$ cat src/rtl/mips_pkg.sv
// Shared definitions for the multicycle MIPS32 datapath: opcodes, ALU op
// classes, datapath select encodings and the main-control state type.
package mips_pkg;

  localparam logic [5:0] OP_RTYPE = 6'b000000;
  localparam logic [5:0] OP_LW    = 6'b100011;
  localparam logic [5:0] OP_SW    = 6'b101011;
  localparam logic [5:0] OP_BEQ   = 6'b000100;
  localparam logic [5:0] OP_ADDI  = 6'b001000;
  localparam logic [5:0] OP_J     = 6'b000010;

  localparam logic [1:0] ALUOP_ADD   = 2'b00;
  localparam logic [1:0] ALUOP_SUB   = 2'b01;
  localparam logic [1:0] ALUOP_FUNCT = 2'b10;

  localparam logic [1:0] PCSRC_ALU    = 2'b00;
  localparam logic [1:0] PCSRC_ALUOUT = 2'b01;
  localparam logic [1:0] PCSRC_JUMP   = 2'b10;

  localparam logic SRCA_PC  = 1'b0;
  localparam logic SRCA_REG = 1'b1;

  localparam logic [1:0] SRCB_REG   = 2'b00;
  localparam logic [1:0] SRCB_FOUR  = 2'b01;
  localparam logic [1:0] SRCB_IMM   = 2'b10;
  localparam logic [1:0] SRCB_IMMSH = 2'b11;

  localparam logic IORD_PC     = 1'b0;
  localparam logic IORD_ALUOUT = 1'b1;

  localparam logic REGDST_RT = 1'b0;
  localparam logic REGDST_RD = 1'b1;

  localparam logic MEMTOREG_ALU = 1'b0;
  localparam logic MEMTOREG_MDR = 1'b1;

  typedef enum logic [3:0] {
    S_FETCH   = 4'd0,
    S_DECODE  = 4'd1,
    S_MEMADR  = 4'd2,
    S_MEMRD   = 4'd3,
    S_MEMWB   = 4'd4,
    S_MEMWR   = 4'd5,
    S_EXECUTE = 4'd6,
    S_ALUWB   = 4'd7,
    S_BRANCH  = 4'd8,
    S_ADDIEX  = 4'd9,
    S_ADDIWB  = 4'd10,
    S_JUMP    = 4'd11
  } state_t;

  function automatic logic is_mem_op(input logic [5:0] op);
    return (op == OP_LW) || (op == OP_SW);
  endfunction

  function automatic logic is_legal_op(input logic [5:0] op);
    return is_mem_op(op) || (op == OP_RTYPE) || (op == OP_BEQ) ||
           (op == OP_ADDI) || (op == OP_J);
  endfunction

endpackage

$ cat src/rtl/mips_mc_control.sv
// Main control FSM of the multicycle MIPS32 datapath: sequences each
// instruction over several cycles and waits on a ready-qualified memory.
module mips_mc_control
  import mips_pkg::*;
(
  input  logic       clk,
  input  logic       rst_n,
  input  logic [5:0] opcode,
  input  logic       zero,
  input  logic       mem_ready,
  output logic       mem_req,
  output logic       mem_write,
  output logic       i_or_d,
  output logic       ir_write,
  output logic       pc_en,
  output logic [1:0] pc_src,
  output logic       alu_src_a,
  output logic [1:0] alu_src_b,
  output logic [1:0] alu_op,
  output logic       reg_dst,
  output logic       mem_to_reg,
  output logic       reg_write,
  output logic       illegal_op,
  output logic [3:0] state
);

  state_t cur;
  state_t nxt;
  logic   pc_write;
  logic   branch;

  always_ff @(posedge clk) begin
    if (!rst_n) cur <= S_FETCH;
    else        cur <= nxt;
  end

  always_comb begin
    nxt = S_FETCH;
    case (cur)
      S_FETCH:  nxt = mem_ready ? S_DECODE : S_FETCH;
      S_DECODE: begin
        if (is_mem_op(opcode)) nxt = S_MEMADR;
        else begin
          case (opcode)
            OP_RTYPE: nxt = S_EXECUTE;
            OP_BEQ:   nxt = S_BRANCH;
            OP_ADDI:  nxt = S_ADDIEX;
            OP_J:     nxt = S_JUMP;
            default:  nxt = S_FETCH;
          endcase
        end
      end
      S_MEMADR:  nxt = (opcode == OP_SW) ? S_MEMWR : S_MEMRD;
      S_MEMRD:   nxt = mem_ready ? S_MEMWB : S_MEMRD;
      S_MEMWR:   nxt = mem_ready ? S_FETCH : S_MEMWR;
      S_EXECUTE: nxt = S_ALUWB;
      S_ADDIEX:  nxt = S_ADDIWB;
      default:   nxt = S_FETCH;
    endcase
  end

  // Moore decode of the current state; everything is forced idle while in
  // reset so an abandoned instruction cannot write anything.
  always_comb begin
    mem_req    = 1'b0;
    mem_write  = 1'b0;
    i_or_d     = IORD_PC;
    ir_write   = 1'b0;
    pc_write   = 1'b0;
    branch     = 1'b0;
    pc_src     = PCSRC_ALU;
    alu_src_a  = SRCA_PC;
    alu_src_b  = SRCB_REG;
    alu_op     = ALUOP_ADD;
    reg_dst    = REGDST_RT;
    mem_to_reg = MEMTOREG_ALU;
    reg_write  = 1'b0;
    illegal_op = 1'b0;
    if (rst_n) begin
      case (cur)
        S_FETCH: begin
          mem_req   = 1'b1;
          alu_src_b = SRCB_FOUR;
          ir_write  = mem_ready;
          pc_write  = mem_ready;
        end
        S_DECODE: begin
          alu_src_b  = SRCB_IMMSH;
          illegal_op = !is_legal_op(opcode);
        end
        S_MEMADR, S_ADDIEX: begin
          alu_src_a = SRCA_REG;
          alu_src_b = SRCB_IMM;
        end
        S_MEMRD: begin
          mem_req = 1'b1;
          i_or_d  = IORD_ALUOUT;
        end
        S_MEMWB: begin
          reg_write  = 1'b1;
          mem_to_reg = MEMTOREG_MDR;
        end
        S_MEMWR: begin
          mem_req   = 1'b1;
          mem_write = 1'b1;
          i_or_d    = IORD_ALUOUT;
        end
        S_EXECUTE: begin
          alu_src_a = SRCA_REG;
          alu_op    = ALUOP_FUNCT;
        end
        S_ALUWB: begin
          reg_write = 1'b1;
          reg_dst   = REGDST_RD;
        end
        S_BRANCH: begin
          alu_src_a = SRCA_REG;
          alu_op    = ALUOP_SUB;
          pc_src    = PCSRC_ALUOUT;
          branch    = 1'b1;
        end
        S_ADDIWB: reg_write = 1'b1;
        S_JUMP: begin
          pc_src   = PCSRC_JUMP;
          pc_write = 1'b1;
        end
        default: ;
      endcase
    end
  end

  assign pc_en = pc_write | (branch & zero);
  assign state = cur;

endmodule

$ cat config.mk
export PLATFORM = sky130hd
export DESIGN_NAME = mips_mc_control
export DESIGN_NICKNAME = d
export VERILOG_FILES = /design/src/rtl/mips_pkg.sv /design/src/rtl/mips_mc_control.sv
export SDC_FILE = /design/constraint.sdc
export NUM_CORES = 1
export LEC_CHECK = 0
export ABC_AREA = 1
export BUFFER_PORTS_ARGS = -buffer_cell sky130_fd_sc_hd__buf_2
export CORE_AREA = 10 10 47 49
export CTS_CLUSTER_DIAMETER = 50
export DETAILED_ROUTE_END_ITERATION = 10
export DIE_AREA = 0 0 57 59
export PLACE_DENSITY = 0.74
export SETUP_SLACK_MARGIN = 0.3
export SLEW_MARGIN = 20
export SYNTH_ARGS = -nofsm -noshare
export SYNTH_HDL_FRONTEND = slang
export SYNTH_SLANG_ARGS = --single-unit
$ cat constraint.sdc
create_clock -name clk -period 1.7 [get_ports clk]
set_clock_uncertainty 0.2 [all_clocks]
set_input_delay 0 -clock clk [delete_from_list [all_inputs] [get_ports clk]]
set_output_delay 0 -clock clk [all_outputs]
set_load 0.01 [all_outputs]
==> results of run 1 <==
==> metrics by stage <==
stage | instances | instance area (sq um) | hold slack, ns | util (%) | worst slack (ns)
detailed placement | 152 | 708 | 0.0229 | 50.5 | 0.264
global route | 162 | 912 | 0.0506 | 65.1 | 0.105
floorplan | 108 | 544 | -0.102 | - | 0.324
finish | 162 | 912 | 0.00964 | 65.1 | 0.201
global placement | 152 | 708 | 0.0184 | 50.5 | 0.245
CTS | 160 | 803 | 0.0140 | 57.3 | 0.229
==> worst paths after layout <==
kind | end | cells after the start | slack, ns | startpoint
worst max register to register | state[1] | 8 | 0.39 | state[1]
worst max-delay path | pc_en | 5 | 0.20 | state[3]
worst min register to register | state[3] | 4 | 0.50 | state[3]
worst min-delay path | state[0] | 6 | 0.01 | opcode[2]
==> power groups by stage <==
stage	clock network [mW]	registers, mW	logic (mW)
4_1_cts	0.120	0.102	0.0954
6_report	0.119	0.101	0.104
3_5_place_dp	0	0.104	0.0851
3_3_place_gp	0	0.104	0.0844
2_1_floorplan	0	0.103	0.0495
5_1_grt	0.122	0.102	0.116
==> cell type report <==
class,count,area (sq um),area share (%)
clock buffers,3,22.5,2.47
inverters,16,70.1,7.68
multi-input cells,86,484,53.1
flip-flops and latches,4,95.1,10.4
well taps,16,20.0,2.19
repair buffers,37,220,24.1
==> cells in the final DEF, fill, tap and decap left out, types with 4 or more instances in the layout <==
cell,count
buf_2,29
dfxtp_4,4
inv_1,10
nand2_1,26
nand3_1,8
nor2_1,22
nor2_4,4
==> logic make-up (layout without fill, tap and decap cells) <==
family / count (synthesis) / count (layout) / share of synthesized area (%)
AOI/OAI and AO/OA: 8 / 8 / 8.82
DFF: 4 / 4 / 14.8
and+or+nand+nor: 78 / 78 / 63.6
buffers and inverters: 18 / 56 / 12.8
==> layer usage <==
layer	global-route usage (%)	vias up	wire length (um)
li1	-	425	-
met1	10.3	351	723
met2	20.3	35	1100
met3	4.29	6	175
met4	5.03	0	49
met5	0	-	0
==> worst max-delay path, stage by stage (launching register included) <==
cell and delay (ns):
dfxtp_4 0.37, nor2_1 0.22, nand3_2 0.14, nor2_2 0.10, nand3b_1 0.11, buf_2 0.13
==> repair_timing <==
item	in CTS	in global routing
gates resized for setup	14	26
setup buffers	2	2
endpoints found under the hold margin	3	0
pin swaps	1	6
hold buffers	3	0
setup endpoints to repair	16	13
==> metrics.cfg, run 1 <==
[timing]
fmax_ghz = 0.667
fin_tns_setup_ns = 0
finalSetupViolations = 0
tightest_slew_ns = 0.307
relSlewSlack_pct = 79.4
period_needed_ns = 1.50
period_share_pct = 88.1
drv_slew = 0
rsz0062_at_grt = yes
hold_viol_final = 0

[worst_setup_path]
worst_setup_path_start_kind = flop
critPathKind = flop to primary output
required_ns = 1.50
worst-path-max-fanout = 6
worstPathArrival_ns = 1.30
critPathCaptureType = primary output

[synth]
yosys_warnings = 0
ys_seq_area_share_pct = 14.8
syn_area_per_cell_sq_um = 4.99
synth-edff-count = 0
syn_inst = 108
synth.distinct_cells = 22
synth_seq_cells = 4
synth_fp_nets = 118
async_reset_ff_share_pct = 0
synth.most_common_cell = nand2_1
ys_top_cells_by_count = 30 x nand2_1, 27 x nor2_1, 12 x inv_1, 9 x nand3_1
synth_top_cell_by_area = nand2_1
netlist.area_leader.share_pct = 20.9
synth_flop_cell = dfxtp_1
syn_area_sq_um = 539
synth_area_leaders = nand2_1 21%, nor2_1 19%, dfxtp_1 15%

[layout]
n_fill_cell = 127
fin_nets = 158
drive_gt1_share_pct = 44.5
n_antenna_cell = 0
syn_to_final_growth_pct = 69.1
largest_reg_flops = 4

[drt]
drc = 0
drtAntennaViolNets = 0
drt-vias-per-instance = 5.04
dr.pass1.iters = 4
drt_first_iter_violations = 12
drt_wl_total_um = 2050
vias = 817
wl_per_cell_um = 12.7

[global_route]
grtUsageTotal_pct = 10.9
grt_pass1_wl_um = 3100
grt_max_degree = 11
grt_pass1_vias = 754
antenna_found_initial = 0
gr-total-overflow = 0

[outcome]
status = completed

[power]
seqPwrFrac_pct = 31.2
vdd_drop_max_uv = 216
switchingPower_uw = 109
pwr-share-comb_pct = 32.0
power.total_uw = 324
clkPwrFrac_pct = 36.7
swShare_pct = 33.6
power_density_nw_per_um2 = 355
power.internal_uw = 215
power.leakage_nw = 0.490

[placement]
io_buffer_count = 29
place_congestion = 0.921
dp_hpwl_um = 1470

[die]
rows = 14
dieArea_sq_um = 3360
core_sq_um = 1400
die_w_um = 57
die_h_um = 59
io_pins = 30
start_util_pct = 38.5

[clock_network]
clock_latency_ns = 0.24
cts_buffers = 3
clk_path_buf_depth = 2
clock_sinks = 4
htreeDepth = 1
cts_tree = done
path_clk_slew_ns = 0.03
root_buffer = clkbuf_4

[hold_path]
hold_class = primary input to flop

[flow_run]
cap_violations = 0

Note: power is estimated with default switching activity, not from simulation.
==> inputs of run 2 (changes only) <==
- ABC_AREA: 1 -> 0
- CORE_AREA: 10 10 47 49 -> unset
- CORE_MARGIN: unset -> 10
- CORE_UTILIZATION: unset -> 44
- DIE_AREA: 0 0 57 59 -> unset
- PLACE_DENSITY: 0.74 -> 0.77
- clock period: 1.7 -> 1.5 ns (I/O delays scaled with it)
==> metrics.cfg, run 2 <==
[placement]
dp_hpwl_um = 1540  ; +5.1%
place_congestion = 0.807  ; -12%
dp.cells = 133  ; -13%
io_buffer_count = 29  ; unchanged

[die]
rows = 13  ; -1
io_pins = 30  ; unchanged
die_h_um = 56.9  ; -3.5%
start_util_pct = 46.2  ; +7.7 points
die_w_um = 56.9  ; about the same

[synth]
synth_top_cell_by_area = dfxtp_1
synth_seq_cells = 4  ; unchanged
synth_flop_cell = dfxtp_1
syn_area_per_cell_sq_um = 6.67  ; +34%
synth_fp_nets = 100  ; -15%
async_reset_ff_share_pct = 0  ; unchanged
synth.most_common_cell = nor2_1
netlist.area_leader.share_pct = 13.3  ; -7.5 points
synth_fa_ha_area_share_pct = 0  ; unchanged
ys_top_cells_by_count = 13 x nor2_1, 10 x nor3_1, 7 x o21ai_0, 6 x buf_2
yosys_warnings = 0  ; unchanged
synthSimpleGateAreaFrac_pct = 46.9  ; -17 points
synth_top_family_by_area = simple AND/OR/NAND/NOR gates
synth_mux_area_share_pct = 3.54  ; +3.5 points
ys_seq_area_share_pct = 13.3  ; -1.5 points
syn_inst = 90  ; -17%
synth_compound_area_share_pct = 24.2  ; +15 points
synth_area_leaders = dfxtp_1 13%, nor3_1 8.3%, nor2_1 8.1%
synth-edff-count = 0  ; unchanged
syn_area_sq_um = 601  ; +11%
synth_xor_area_share_pct = 4.38  ; +4.4 points
synth.distinct_cells = 33  ; +50%

[clock_network]
cts_buffers = 3  ; unchanged
clock_sinks = 4  ; unchanged
htreeDepth = 1  ; unchanged
root_buffer = clkbuf_4
clk_path_buf_depth = 2  ; unchanged

[outcome]
lastStage = global routing
status = stopped before the end
tool.error = [ERROR DPL-0038] Utilization greater than 100%, impossible to legalize

[timing]
endpoint_type = top-level output
crit_endpoint = pc_en

[global_route]
grt_max_degree = 13

run 2: cell types whose count changed after synthesis, moves of 6 or more:
cell / previous run / this run
inv_1: 12 / 1
nand2_1: 30 / 3
nand3_1: 9 / 2
nor3_1: 4 / 10
nor2_1: 27 / 13
o21ai_0: 1 / 7
run 2: logic make-up after synthesis:
family	after synthesis
multiplexers	2
flip-flops	4
AND/OR/NAND/NOR	50
XOR/XNOR	3
buffers and inverters	9
AO/OA/AOI/OAI	22
run 2: stage by stage:
stage | cell area [sq um] | setup TNS (ns) | setup slack, ns | hold WS [ns]
after floorplan | 698 | 0 | 0.136 | -0.0986
after global placement | 842 | 0 | 0.0741 | 0.155
after detailed placement | 842 | 0 | 0.0538 | 0.160
after CTS | 1130 | -0.348 | -0.129 | -0.0743
run 2: what timing repair did:
action                     CTS
cloned                       0
buffers inserted            15
pin swaps                   13
hold endpoints to repair     3
resized for setup           30
setup endpoints to repair   19
hold buffers                 2
==> inputs of run 3 (changes only) <==
- CORE_AREA: unset -> 10 10 71 73
- CORE_MARGIN: 10 -> unset
- CORE_UTILIZATION: 44 -> unset
- CTS_CLUSTER_DIAMETER: 50 -> unset
- DIE_AREA: unset -> 0 0 81 83
- PLACE_DENSITY: 0.77 -> unset
- PLACE_DENSITY_LB_ADDON: unset -> 0.15
- SETUP_SLACK_MARGIN: 0.3 -> unset
==> metrics.cfg, run 3 <==
[outcome]
status = complete, but fails checks
violations = negative hold slack, negative setup slack

[drt]
wl_per_cell_um = 13.8
drc = 0
drt_wl_total_um = 2570
dr.pass1.iters = 4
vias = 849
drtAntennaViolNets = 0
drt_first_iter_violations = 34
drt-vias-per-instance = 4.54

[synth]
yosys_warnings = 0  ; unchanged
synth_xor_area_share_pct = 4.38  ; unchanged
synth_seq_cells = 4  ; unchanged
syn_area_per_cell_sq_um = 6.67  ; unchanged
synth_area_leaders = dfxtp_1 13%, nor3_1 8.3%, nor2_1 8.1%
syn_area_sq_um = 601  ; unchanged
synth_flop_cell = dfxtp_1
async_reset_ff_share_pct = 0  ; unchanged
ys_seq_area_share_pct = 13.3  ; unchanged
synth_compound_area_share_pct = 24.2  ; unchanged
syn_inst = 90  ; unchanged
synth.distinct_cells = 33  ; unchanged
ys_top_cells_by_count = 13 x nor2_1, 10 x nor3_1, 7 x o21ai_0, 6 x buf_2
synth_top_cell_by_area = dfxtp_1
synth-edff-count = 0  ; unchanged
synth_top_family_by_area = simple AND/OR/NAND/NOR gates
synth_mux_area_share_pct = 3.54  ; unchanged
netlist.area_leader.share_pct = 13.3  ; unchanged
synth_fa_ha_area_share_pct = 0  ; unchanged
synthSimpleGateAreaFrac_pct = 46.9  ; unchanged
synth_fp_nets = 100  ; unchanged
synth.most_common_cell = nor2_1

[flow_run]
cap_violations = 0

[timing]
setup_ws_ns = -0.121
fmax_ghz = 0.617
hold_viol_final = 1
fin_tns_setup_ns = -0.295
tightest_slew_ns = 0.371
finalSetupViolations = 5
period_share_pct = 108
period_needed_ns = 1.62
fin_hold_ws_ns = -0.0162
relSlewSlack_pct = 75.2
rsz0062_at_grt = yes
drv_slew = 0

[power]
power.leakage_nw = 0.500
power_density_nw_per_um2 = 441
vdd_drop_max_uv = 220

[global_route]
grtUsageTotal_pct = 7.15
grt_max_degree = 20
grt_pass1_wl_um = 3860
antenna_found_initial = 0
gr-total-overflow = 0
grt_pass1_vias = 858

[layout]
final_common_cell = buf_2
largest_reg_flops = 4
final_cells = 187
syn_to_final_growth_pct = 89.4
drive_gt1_share_pct = 56.1
fin_util_pct = 31.3
multiInputGateArea_sq_um = 574
layout_common_cells = 29 x buf_2, 18 x buf_4, 12 x nor2_1
fin_area_sq_um = 1140
n_antenna_cell = 0
n_fill_cell = 423
seqCellArea_sq_um = 92.6
fin_nets = 151

[worst_setup_path]
path_cells = buf_12 -> or4_4 -> o21ai_2 -> buf_2
worst-r2r-setup-slack_ns = 0.04
worstPathArrival_ns = 1.42
required_ns = 1.30
worst-path-max-fanout = 19
critPathCaptureType = primary output
max_stage_delay_ns = 0.52
reg2reg_from = state[2]
worst_setup_path_start_kind = flop
critPathKind = flop to primary output
regToRegEndpoint = state[0]
cp_slowest_cell = or4_4
ff2ff_path_depth = 5

[clock_network]
clock_sinks = 4  ; unchanged
clock_latency_ns = 0.22
path_clk_slew_ns = 0.03
clk_path_buf_depth = 2  ; unchanged
htreeDepth = 1  ; unchanged
cts_buffers = 3  ; unchanged
root_buffer = clkbuf_8
cts_tree = done

[placement]
dp_hpwl_um = 1890  ; +23%
place_area_sq_um = 888  ; +5.5%
io_buffer_count = 29  ; unchanged
dp.cells = 174  ; +31%
place_congestion = 0.804  ; -0.38%

[die]
start_util_pct = 16.5  ; -30 points
dieArea_sq_um = 6720
die_w_um = 81  ; +42%
rows = 22  ; +9
core_sq_um = 3630
io_pins = 30  ; unchanged
die_h_um = 83  ; +46%

[hold_path]
whs_path_depth = 4
hp-start = rst_n
whs_endpoint = state[3]
hold_class = primary input to flop

run 3: cell counts after synthesis:
Identical to the previous run, type by type.
run 3: per-layer routing:
layer / GRT usage (%) / wire (um) / vias up
met5: 0 / 0 / -
met4: 4.38 / 44 / 0
met3: 2.37 / 214 / 4
met2: 12.0 / 1300 / 27
met1: 7.40 / 1010 / 393
li1: - / - / 425
run 3: metrics by stage:
| stage | power (mW) | worst slack (ns) |
|---|---|---|
| detailed placement | 0.245 | -0.0411 |
| floorplan | 0.182 | 0.0420 |
| finish | 0.502 | -0.121 |
| global route | 0.537 | -0.193 |
| CTS | 0.493 | -0.156 |
| global placement | 0.245 | -0.0533 |
run 3: power by group:
| part | switching (mW) | total (mW) | internal (mW) |
|---|---|---|---|
| clock | 0.0527 | 0.223 | 0.171 |
| sequential | 0.00472 | 0.111 | 0.106 |
| combinational | 0.0829 | 0.168 | 0.0847 |
| total | 0.140 | 0.502 | 0.361 |
run 3: timing repair:
item,4_1_cts,5_1_grt
gates resized for setup,14,20
setup buffers,4,4
hold endpoints to repair,2,0
gates cloned,0,0
pin swaps,3,9
hold buffers,2,0
endpoints found under the setup margin,17,13
run 3: layout make-up:
| class | count | share of cell area [%] |
|---|---|---|
| inverter | 1 | 0.330 |
| sequential | 4 | 8.14 |
| clock buffer | 3 | 3.63 |
| tap | 48 | 5.28 |
| multi-input combinational | 77 | 50.5 |
| timing repair buffer | 54 | 32.1 |
run 3: worst max-delay path by stage:
stage          startpoint         to  slack (ns)  cells after the start
2_1_floorplan    state[0]   state[0]        0.04                      5
3_3_place_gp     state[2]   state[2]       -0.05                      5
6_report         state[1]      pc_en       -0.12                      4
4_1_cts          state[0]      pc_en       -0.16                      4
5_1_grt          state[0]  reg_write       -0.19                      8
3_5_place_dp     state[2]   state[2]       -0.04                      5
run 3: kinds of logic after synthesis:
logic type             after synthesis
buffers and inverters                9
multiplexers                         2
flip-flops                           4
AO/OA/AOI/OAI                       22
AND/OR/NAND/NOR                     50
XOR/XNOR                             3
run 3: critical path, delay by kind of cell (launching register included):
family                 cells  cell delay (ns)
buffers and inverters      2             0.30
and+or+nand+nor            1             0.52
DFF                        1             0.33
AOI/OAI and AO/OA          1             0.06
